### src/rtl/bit_count_unit.sv
// bit_count_unit: iterative bit counter. It computes the population count of
// a DATA_WIDTH operand. When BIT_COUNT_ZERO_MODES_EN is defined, it also
// computes count-leading-zeros and count-trailing-zeros. The unit examines
// CHUNK_WIDTH bits per enabled cycle and stops early once the answer is known.
//
// Build option:
//   BIT_COUNT_ZERO_MODES_EN  builds the CLZ/CTZ modes. If it is undefined,
//                            mode_i is ignored and every request is a popcount.
//
// Ports:
//   clk_i         rising-edge clock
//   rst_i         synchronous active-high reset; takes effect even when clk_en_i = 0
//   clk_en_i      clock enable; when low, all state and outputs are frozen
//   operand_i     word to count, sampled on acceptance
//   mode_i        00 popcount, 01 CLZ, 10 CTZ, 11 popcount
//   data_valid_i  request strobe; sampled only while idle_o = 1
//   data_valid_o  high for the DONE cycle; result_o was just updated
//   idle_o        unit can accept a request this cycle
//   result_o      last completed count; holds until the next completion
module bit_count_unit #(
  parameter int unsigned DATA_WIDTH  = 32,
  parameter int unsigned CHUNK_WIDTH = 4
) (
  input  logic                          clk_i,
  input  logic                          rst_i,
  input  logic                          clk_en_i,
  input  logic [DATA_WIDTH-1:0]         operand_i,
  input  logic [1:0]                    mode_i,
  input  logic                          data_valid_i,
  output logic                          data_valid_o,
  output logic                          idle_o,
  output logic [$clog2(DATA_WIDTH):0]   result_o
);

  localparam int unsigned N_CHUNKS = DATA_WIDTH / CHUNK_WIDTH;
  localparam int unsigned RES_W    = $clog2(DATA_WIDTH) + 1;
  localparam int unsigned CNT_W    = (N_CHUNKS > 1) ? $clog2(N_CHUNKS) : 1;
  localparam logic [CNT_W-1:0] LAST_CHUNK = CNT_W'(N_CHUNKS - 1);

  typedef enum logic [1:0] {S_IDLE, S_COUNT, S_DONE} state_e;

  state_e                  state_q;
  logic [DATA_WIDTH-1:0]   data_q, data_d;
  logic [RES_W-1:0]        acc_q, acc_d;
  logic [RES_W-1:0]        result_q;
  logic [CNT_W-1:0]        cnt_q;
  logic                    finish_c;
  logic [CHUNK_WIDTH-1:0]  lo_chunk;

  assign lo_chunk = data_q[CHUNK_WIDTH-1:0];

  // Number of ones in one chunk.
  function automatic logic [RES_W-1:0] chunk_ones(input logic [CHUNK_WIDTH-1:0] c);
    logic [RES_W-1:0] n;
    n = '0;
    for (int i = 0; i < int'(CHUNK_WIDTH); i++) n = n + RES_W'(c[i]);
    return n;
  endfunction

`ifdef BIT_COUNT_ZERO_MODES_EN
  localparam logic [1:0] MODE_CLZ = 2'b01;
  localparam logic [1:0] MODE_CTZ = 2'b10;

  logic [1:0]              mode_q;
  logic [CHUNK_WIDTH-1:0]  hi_chunk;

  assign hi_chunk = data_q[DATA_WIDTH-1 -: CHUNK_WIDTH];

  // Leading zeros in a chunk; an all-zero chunk gives CHUNK_WIDTH.
  function automatic logic [RES_W-1:0] chunk_lz(input logic [CHUNK_WIDTH-1:0] c);
    logic [RES_W-1:0] n;
    n = RES_W'(CHUNK_WIDTH);
    for (int i = 0; i < int'(CHUNK_WIDTH); i++)
      if (c[i]) n = RES_W'(int'(CHUNK_WIDTH) - 1 - i);
    return n;
  endfunction

  // Trailing zeros in a chunk; an all-zero chunk gives CHUNK_WIDTH.
  function automatic logic [RES_W-1:0] chunk_tz(input logic [CHUNK_WIDTH-1:0] c);
    logic [RES_W-1:0] n;
    n = RES_W'(CHUNK_WIDTH);
    for (int i = int'(CHUNK_WIDTH) - 1; i >= 0; i--)
      if (c[i]) n = RES_W'(i);
    return n;
  endfunction
`else
  logic unused_mode;
  assign unused_mode = ^mode_i;
`endif

  // One COUNT step: next data, next accumulator, and whether the answer is complete.
  always_comb begin
    data_d   = data_q >> CHUNK_WIDTH;
    acc_d    = acc_q + chunk_ones(lo_chunk);
    finish_c = (cnt_q == LAST_CHUNK) || (data_d == '0);
`ifdef BIT_COUNT_ZERO_MODES_EN
    if (mode_q == MODE_CLZ) begin
      data_d   = data_q << CHUNK_WIDTH;
      acc_d    = acc_q + chunk_lz(hi_chunk);
      finish_c = (cnt_q == LAST_CHUNK) || (hi_chunk != '0);
    end else if (mode_q == MODE_CTZ) begin
      data_d   = data_q >> CHUNK_WIDTH;
      acc_d    = acc_q + chunk_tz(lo_chunk);
      finish_c = (cnt_q == LAST_CHUNK) || (lo_chunk != '0);
    end
`endif
  end

  // State machine and datapath registers; reset overrides the clock enable.
  always_ff @(posedge clk_i) begin
    if (rst_i) begin
      state_q  <= S_IDLE;
      data_q   <= '0;
      acc_q    <= '0;
      cnt_q    <= '0;
      result_q <= '0;
`ifdef BIT_COUNT_ZERO_MODES_EN
      mode_q   <= '0;
`endif
    end else if (clk_en_i) begin
      case (state_q)
        S_IDLE: begin
          if (data_valid_i) begin
            data_q  <= operand_i;
`ifdef BIT_COUNT_ZERO_MODES_EN
            mode_q  <= mode_i;
`endif
            acc_q   <= '0;
            cnt_q   <= '0;
            state_q <= S_COUNT;
          end
        end
        S_COUNT: begin
          data_q <= data_d;
          acc_q  <= acc_d;
          cnt_q  <= cnt_q + CNT_W'(1);
          if (finish_c) begin
            result_q <= acc_d;
            state_q  <= S_DONE;
          end
        end
        S_DONE:  state_q <= S_IDLE;
        default: state_q <= S_IDLE;
      endcase
    end
  end

  assign data_valid_o = (state_q == S_DONE);
  assign idle_o       = (state_q == S_IDLE);
  assign result_o     = result_q;

endmodule
### config.mk
export PLATFORM = sky130hd
export DESIGN_NAME = bit_count_unit
export DESIGN_NICKNAME = d
export VERILOG_FILES = /design/src/rtl/bit_count_unit.sv
export SDC_FILE = /design/constraint.sdc
export NUM_CORES = 1
export LEC_CHECK = 0
export BUFFER_PORTS_ARGS = -buffer_cell sky130_fd_sc_hd__buf_2
export CORE_MARGIN = 3
export CORE_UTILIZATION = 25
export CTS_CLUSTER_DIAMETER = 150
export DETAILED_ROUTE_END_ITERATION = 10
export PLACE_DENSITY_LB_ADDON = 0.2
export SYNTH_ARGS = -nofsm -noshare
export SYNTH_HDL_FRONTEND = slang
export SYNTH_SLANG_ARGS = --single-unit
### constraint.sdc
create_clock -name clk_i -period 2.6 [get_ports clk_i]
set_input_delay 0.13 -clock clk_i [delete_from_list [all_inputs] [get_ports clk_i]]
set_output_delay 0.13 -clock clk_i [all_outputs]
set_load 0.01 [all_outputs]
==> metrics, run 1 <==
worst skew pair latency 0.30 ns; CTS tree yes; Routability Congestion 0.715; CP Max Fanout 4; layout cells sized above 1 0.250; Starting Density 0.262; largest net degree at the start of global routing 48; CTS sink cnt 49; Via Count 1890; hold path depth 3; syn_nets 300; Synth area leader dfxtp_1; largest stage delay on the critical path 0.55 ns; CP startpoint kind register; RSZ-0062 raised after global routing no; count of unique library cells instantiated by Yosys 36; slowest CP cell fa_1; first-pass GRT wire length 9430 um; Critical Path AT 2.52 ns; I/O Buffers 43; period utilisation layout 0.896; worst reg-to-reg path cell count 8; Yosys warning count 0; Mapped Area 2460 um2; Final Util 0.308; Worst Hold Path EP data_q[30]$_SDFFE_PP0P_; Post-CTS Resized 0; Main synth FF type dfxtp_1; hold_buf cts 0; Area contributors post-synth dfxtp_1 40%, mux2i_1 12%, a211oi_1 8.5%; synthesis-to-finish area growth 17.7%; Crit. End Element register; reg2reg end result_o[4]$_SDFFE_PP0P_; R2R Setup Slk 0.27 ns; # Post-CTS Setup Buffers 0; Routed WL per cell 13.1 um; wirelength, routed 5520 um; DIE AREA 11100 um2; register area 981 um2; endpoints failing setup 0; max_cap viols 0; synthesized flop and latch total 49; Top cell by count, worst path fa_1; WL met2 2500 um; status completed; Inserted Diodes 0; Post-synth ARST share 0; Setup TNS Final 0 ns; DIE WIDTH 105 um; Post-DP HPWL 3920 um; CTS root buffer clkbuf_8; Mapped Cells 256; Core ar. 9420 um2; area of the multi-input gates 1370 um2; clock period minus final worst setup slack 2.33 ns; Worst EP required 2.79 ns; CP delay by family, top adder cells; DR pass1 iterations 4; Leakage 1.20 nW; initial antenna violation count 0; Die Ht 105 um; Total Power 0.00170 W; Routed Antenna Nets 0; IO Pins 46; Final Hold Fails 0; GRT Total Usage 0.104; Seq/Total Area, Yosys 0.398; WP buf/inv 1; hold path start operand_i[30]; skew final 0.00874 ns; Power Density 586 nW/um2; Vias/cell 4.49; drt drc 0; Routed met3 length 229 um; synthesized area per cell 9.62 um2; cts bufs inserted 5; final instance area 2900 um2; fmax 429 MHz; maximum vdd drop 216 uV; Cell Area, Placed 2800 um2; Final Slew Violations 0; number of H-tree levels 2; share of the synthesized area in the top cell type 0.398; Overflow after GRT 0; Fillers 1029; highest layer used for signal routing met4; vias in the first global route 1900; Layout Nets 336; number of synthesized flops with an enable pin 0; Slew @ Worst Pin 0.844 ns; R2R Path Start data_q[0]$_SDFFE_PP0P_; Crit Path Class reg2reg; met1 WL 2740 um; headroom to the max-slew limit 0.437; Critical Path, Cell by Cell fa_1 -> fa_1 -> inv_1 -> fa_1 -> nand3b_1 -> xor2_1 -> nor2_1 -> mux2_4; Min-Delay Path Class in2reg; FP Rows 35; initial drt markers 53; clock buffer depth 2; Clock Pin Slew Worst Setup and Hold Paths 0.09 ns
-- registers in the layout (all words and copies together) (netlist names) --
signal / cells
acc_q: 6
cnt_q: 3
data_q: 32
result_o: 6
state_q: 2
-- cells in the final DEF, fill, tap and decap left out, drive strengths merged, types with 2 or more instances in the layout --
| cell | n |
|---|---|
| nand3 | 2 |
| o21ai | 9 |
| buf | 48 |
| ha | 3 |
| or4 | 2 |
| a211oi | 28 |
| nor2b | 5 |
| nor2 | 42 |
| a21oi | 14 |
| nand3b | 6 |
| and2 | 2 |
| xor2 | 2 |
| nor4 | 7 |
| a22oi | 3 |
| inv | 5 |
| a21bo | 2 |
| fa | 3 |
| nand2b | 3 |
| or3 | 4 |
| nand4 | 2 |
| nand2 | 6 |
| dfxtp | 49 |
| mux2 | 5 |
| mux2i | 29 |
| clkbuf | 5 |
-- worst min-delay path: stages --
cell      delay (ns)
buf_2           0.10
nand3b_1        0.07
a21oi_1         0.06
-- kinds of logic (layout without fill, tap and decap cells) --
group / Yosys count / after routing / share of synthesized area
AND/OR/NAND/NOR: 82 / 82 / 0.195
XOR/XNOR: 2 / 2 / 0.00711
flip-flops: 49 / 49 / 0.398
adder cells (fa/ha/maj): 6 / 6 / 0.0396
buffers and inverters: 24 / 60 / 0.0472
multiplexers: 34 / 34 / 0.148
AO/OA/AOI/OAI: 59 / 59 / 0.165
-- per-layer routing --
| metal | up-vias | GRT usage |
|---|---|---|
| li1 | 990 | - |
| met1 | 870 | 0.141 |
| met2 | 28 | 0.164 |
| met3 | 2 | 0.0282 |
| met4 | 0 | 0.0281 |
| met5 | - | 0 |
-- synthesized netlist by cell type (2+ instances only) --
master	number
or4_1	2
fa_1	3
a21bo_2	2
or3_1	4
a21oi_1	14
nor2b_1	5
a211oi_1	28
o21ai_0	8
nand2b_1	3
buf_1	3
a22oi_1	3
mux2_4	5
ha_1	3
nor4_4	3
nand2_1	6
xor2_1	2
clkbuf_1	6
dfxtp_1	49
buf_4	3
mux2i_1	29
nand3_1	2
nor4_2	4
inv_1	5
nor2_1	42
buf_2	6
nand3b_1	6
-- worst max path at each step --
stage / startpoint / to / slack (ns) / cells after the start
4_1_cts: data_q[0]$_SDFFE_PP0P_ / result_o[4]$_SDFFE_PP0P_ / 0.25 / 8
3_3_place_gp: data_q[0]$_SDFFE_PP0P_ / result_o[4]$_SDFFE_PP0P_ / 0.25 / 8
2_1_floorplan: data_q[0]$_SDFFE_PP0P_ / result_o[4]$_SDFFE_PP0P_ / 0.37 / 8
6_report: data_q[0]$_SDFFE_PP0P_ / result_o[4]$_SDFFE_PP0P_ / 0.27 / 8
5_1_grt: data_q[0]$_SDFFE_PP0P_ / result_o[4]$_SDFFE_PP0P_ / 0.12 / 8
3_5_place_dp: data_q[0]$_SDFFE_PP0P_ / result_o[4]$_SDFFE_PP0P_ / 0.26 / 8
-- report_power, final --
part | internal [W] | switching, W
registers | 0.000800 | 0.0000547
logic | 0.000150 | 0.000160
clock network | 0.000280 | 0.000252
-- layout make-up --
cell class / count / share of cell area
multi-input combinational: 183 / 0.472
inverter: 5 / 0.00647
sequential: 49 / 0.338
clock inverter: 2 / 0.0121
clock buffer: 5 / 0.0237
timing repair buffer: 48 / 0.0915
tap: 129 / 0.0557
-- per-stage QoR --
step / setup WS [ns] / hold slack (ns) / instances
global route: 0.118 / 0.111 / 421
detailed placement: 0.264 / 0.416 / 414
global placement: 0.253 / 0.415 / 414
CTS: 0.253 / 0.0998 / 421
finish: 0.271 / 0.110 / 421
floorplan: 0.373 / 0.294 / 256
Note: power is estimated with default switching activity, not from simulation.
==> run 2, diff against run 1 <==
--- a/config.mk
+++ b/config.mk
@@ -11,6 +11,7 @@
 export CTS_CLUSTER_DIAMETER = 150
 export DETAILED_ROUTE_END_ITERATION = 10
 export PLACE_DENSITY_LB_ADDON = 0.2
+export SETUP_SLACK_MARGIN = 0.4
 export SYNTH_ARGS = -nofsm -noshare
 export SYNTH_HDL_FRONTEND = slang
 export SYNTH_SLANG_ARGS = --single-unit
==> constraint.sdc (replaced) <==
create_clock -name clk_i -period 2.05 [get_ports clk_i]
set_input_delay 0.1025 -clock clk_i [delete_from_list [all_inputs] [get_ports clk_i]]
set_output_delay 0.1025 -clock clk_i [all_outputs]
set_load 0.01 [all_outputs]
==> run 2 against run 1 <==
- the run now ends with setup timing left
- utilization increased by 0.72 points
- clock-buffer cell count is 2 higher
- wire length up 4.0%
- register-to-register slack lost 0.47 ns
- final cell count up 1.4%
- sequential power up 26%
- non-clock buffer count grew 5
- clock skew shrank 0.0013 ns
- worst hold slack got worse by 0.042 ns
- highest routed layer unchanged
==> metrics, run 2 (same netlist as run 1, synthesis figures left out) <==
status complete, but fails checks (was completed); failing checks setup timing; period utilisation layout 1.10 (was 0.896); Routability Congestion 0.666 (was 0.715); drt drc 0 (unchanged); endpoints failing setup 9 (was 0); area of the multi-input gates 1400 um2 (was 1370 um2); Leakage 1.22 nW (was 1.20 nW); Final Util 0.315 (was 0.308); R2R Path Start data_q[0]$_SDFFE_PP0P_ (unchanged); Overflow after GRT 0 (unchanged); CP startpoint kind register (unchanged); post-route setup slack -0.200 ns (was 0.271 ns); IO Pins 46 (unchanged); max_cap viols 0 (unchanged); Routed Antenna Nets 0 (unchanged); DIE AREA 11100 um2 (unchanged); CTS root buffer clkbuf_8 (unchanged); fmax 444 MHz (was 429 MHz); register area 982 um2 (was 981 um2); initial antenna violation count 0 (unchanged); Crit. End Element register (unchanged); Layout Nets 341 (was 336); CTS sink cnt 49 (unchanged); maximum vdd drop 287 uV (was 216 uV); Slew @ Worst Pin 0.452 ns (was 0.844 ns); CP Depth 8 (unchanged); Via Count 1912 (was 1890); I/O Buffers 43 (unchanged); Worst EP required 2.25 ns (was 2.79 ns); Power Density 702 nW/um2 (was 586 nW/um2); Post-DP HPWL 3980 um (was 3920 um); wirelength, routed 5740 um (was 5520 um); Crit Path Class reg2reg (unchanged); worst reg-to-reg path cell count 8 (unchanged); Routed WL per cell 13.4 um (was 13.1 um); GRT Total Usage 0.105 (was 0.104); most frequent cells in the layout 48 x dfxtp_1, 43 x buf_2, 42 x nor2_1 (was 49 x dfxtp_1, 43 x buf_2, 42 x nor2_1); most common cell after layout, fill and taps aside dfxtp_1 (unchanged); Critical Path AT 2.45 ns (was 2.52 ns); reg2reg end result_o[4]$_SDFFE_PP0P_ (unchanged); slowest CP cell fa_1 (unchanged); headroom to the max-slew limit 0.698 (was 0.437); CP delay by family, top adder cells (unchanged); Core ar. 9420 um2 (unchanged); DR pass1 iterations 4 (unchanged); largest net degree at the start of global routing 64 (was 48); Final Hold Fails 0 (unchanged); largest stage delay on the critical path 0.55 ns (about the same); final instance area 2970 um2 (was 2900 um2); CTS tree yes (unchanged); max FFs per register 32 (unchanged); vias in the first global route 1858 (was 1900); cts bufs inserted 5 (unchanged); Worst Setup EP result_o[4]$_SDFFE_PP0P_ (unchanged); clock period minus final worst setup slack 2.25 ns (was 2.33 ns); Fillers 1009 (was 1029); Critical Path, Cell by Cell fa_1 -> fa_2 -> inv_2 -> fa_2 -> nand3b_1 -> xor2_1 -> nor2_1 -> mux2_4 (was fa_1 -> fa_1 -> inv_1 -> fa_1 -> nand3b_1 -> xor2_1 -> nor2_1 -> mux2_4); origin of the worst setup path data_q[0]$_SDFFE_PP0P_ (unchanged); DIE WIDTH 105 um (unchanged); Clock Pin Slew Worst Setup and Hold Paths 0.09 ns (about the same); FP Rows 35 (unchanged); CP Max Fanout 3 (was 4); hold path start operand_i[28] (was operand_i[30]); Largest Register data_q (unchanged); R2R Setup Slk -0.20 ns (was 0.27 ns); Inserted Diodes 0 (unchanged); Starting Density 0.262 (unchanged); hold slack final 0.0675 ns (was 0.110 ns); layout cells sized above 1 0.285 (was 0.250); initial drt markers 75 (was 53); RSZ-0062 raised after global routing yes (was no); Top cell by count, worst path fa_2 (was fa_1); Cell Area, Placed 2830 um2 (was 2800 um2); Vias/cell 4.48 (was 4.49); WP buf/inv 1 (unchanged); number of H-tree levels 2 (unchanged); clock buffer depth 2 (unchanged); Die Ht 105 um (unchanged); Final Slew Violations 0 (unchanged); Min-Delay Path Class in2reg (unchanged); synthesis-to-finish area growth 20.4% (was 17.7%); skew final 0.00742 ns (was 0.00874 ns); worst skew pair latency 0.30 ns (about the same); first-pass GRT wire length 9420 um (was 9430 um)
[run 2: worst min-delay path, stage by stage]
cell and delay (ns):
buf_2 0.09, nand3b_1 0.06, a21oi_1 0.05
[run 2: report_power, final]
part           internal [W]  total (W)  switching [W]
Sequential          0.00102    0.00108      0.0000644
Clock              0.000242   0.000568       0.000325
Combinational      0.000213   0.000435       0.000222
Total               0.00147    0.00208       0.000612
[run 2: repair_timing]
action | in CTS | in global routing
setup buffers | 1 | 1
gates resized for setup | 8 | 5
setup endpoints to repair | 11 | 13
hold buffers | 0 | 0
pin swaps | 6 | 6
[run 2: layer usage]
| layer | global-route usage | up-vias | wire length, um |
|---|---|---|---|
| li1 | - | 1001 | - |
| met1 | 0.145 | 881 | 2800 |
| met2 | 0.163 | 28 | 2660 |
| met3 | 0.0233 | 2 | 219 |
| met4 | 0.0309 | 0 | 51 |
| met5 | 0 | - | 0 |
[run 2: cell type report]
cell class	instances	share of cell area
timing repair buffer	53	0.109
clock buffer	7	0.0257
sequential	49	0.331
multi-input combinational	183	0.471
clock inverter	1	0.00253
inverter	5	0.00633
tap	129	0.0544
[run 2: how the worst min path moves through the flow]
stage / endpoint / slack [ns] / cells after the start
finish: data_q[28]$_SDFFE_PP0P_ / 0.07 / 3
global route: data_q[28]$_SDFFE_PP0P_ / 0.06 / 3
CTS: data_q[28]$_SDFFE_PP0P_ / 0.05 / 3
detailed placement: data_q[28]$_SDFFE_PP0P_ / 0.38 / 3
global placement: data_q[28]$_SDFFE_PP0P_ / 0.38 / 3
floorplan: data_q[28]$_SDFFE_PP0P_ / 0.27 / 2
[run 2: per-stage QoR]
stage,setup slack (ns),instances,TNS (ns),power [W]
after floorplan,-0.115,256,-0.180,0.00140
after global placement,-0.161,417,-0.433,0.00152
after detailed placement,-0.196,417,-0.641,0.00152
after CTS,-0.194,426,-0.781,0.00212
after global routing,-0.311,427,-2.00,0.00222
final,-0.200,427,-1.06,0.00208
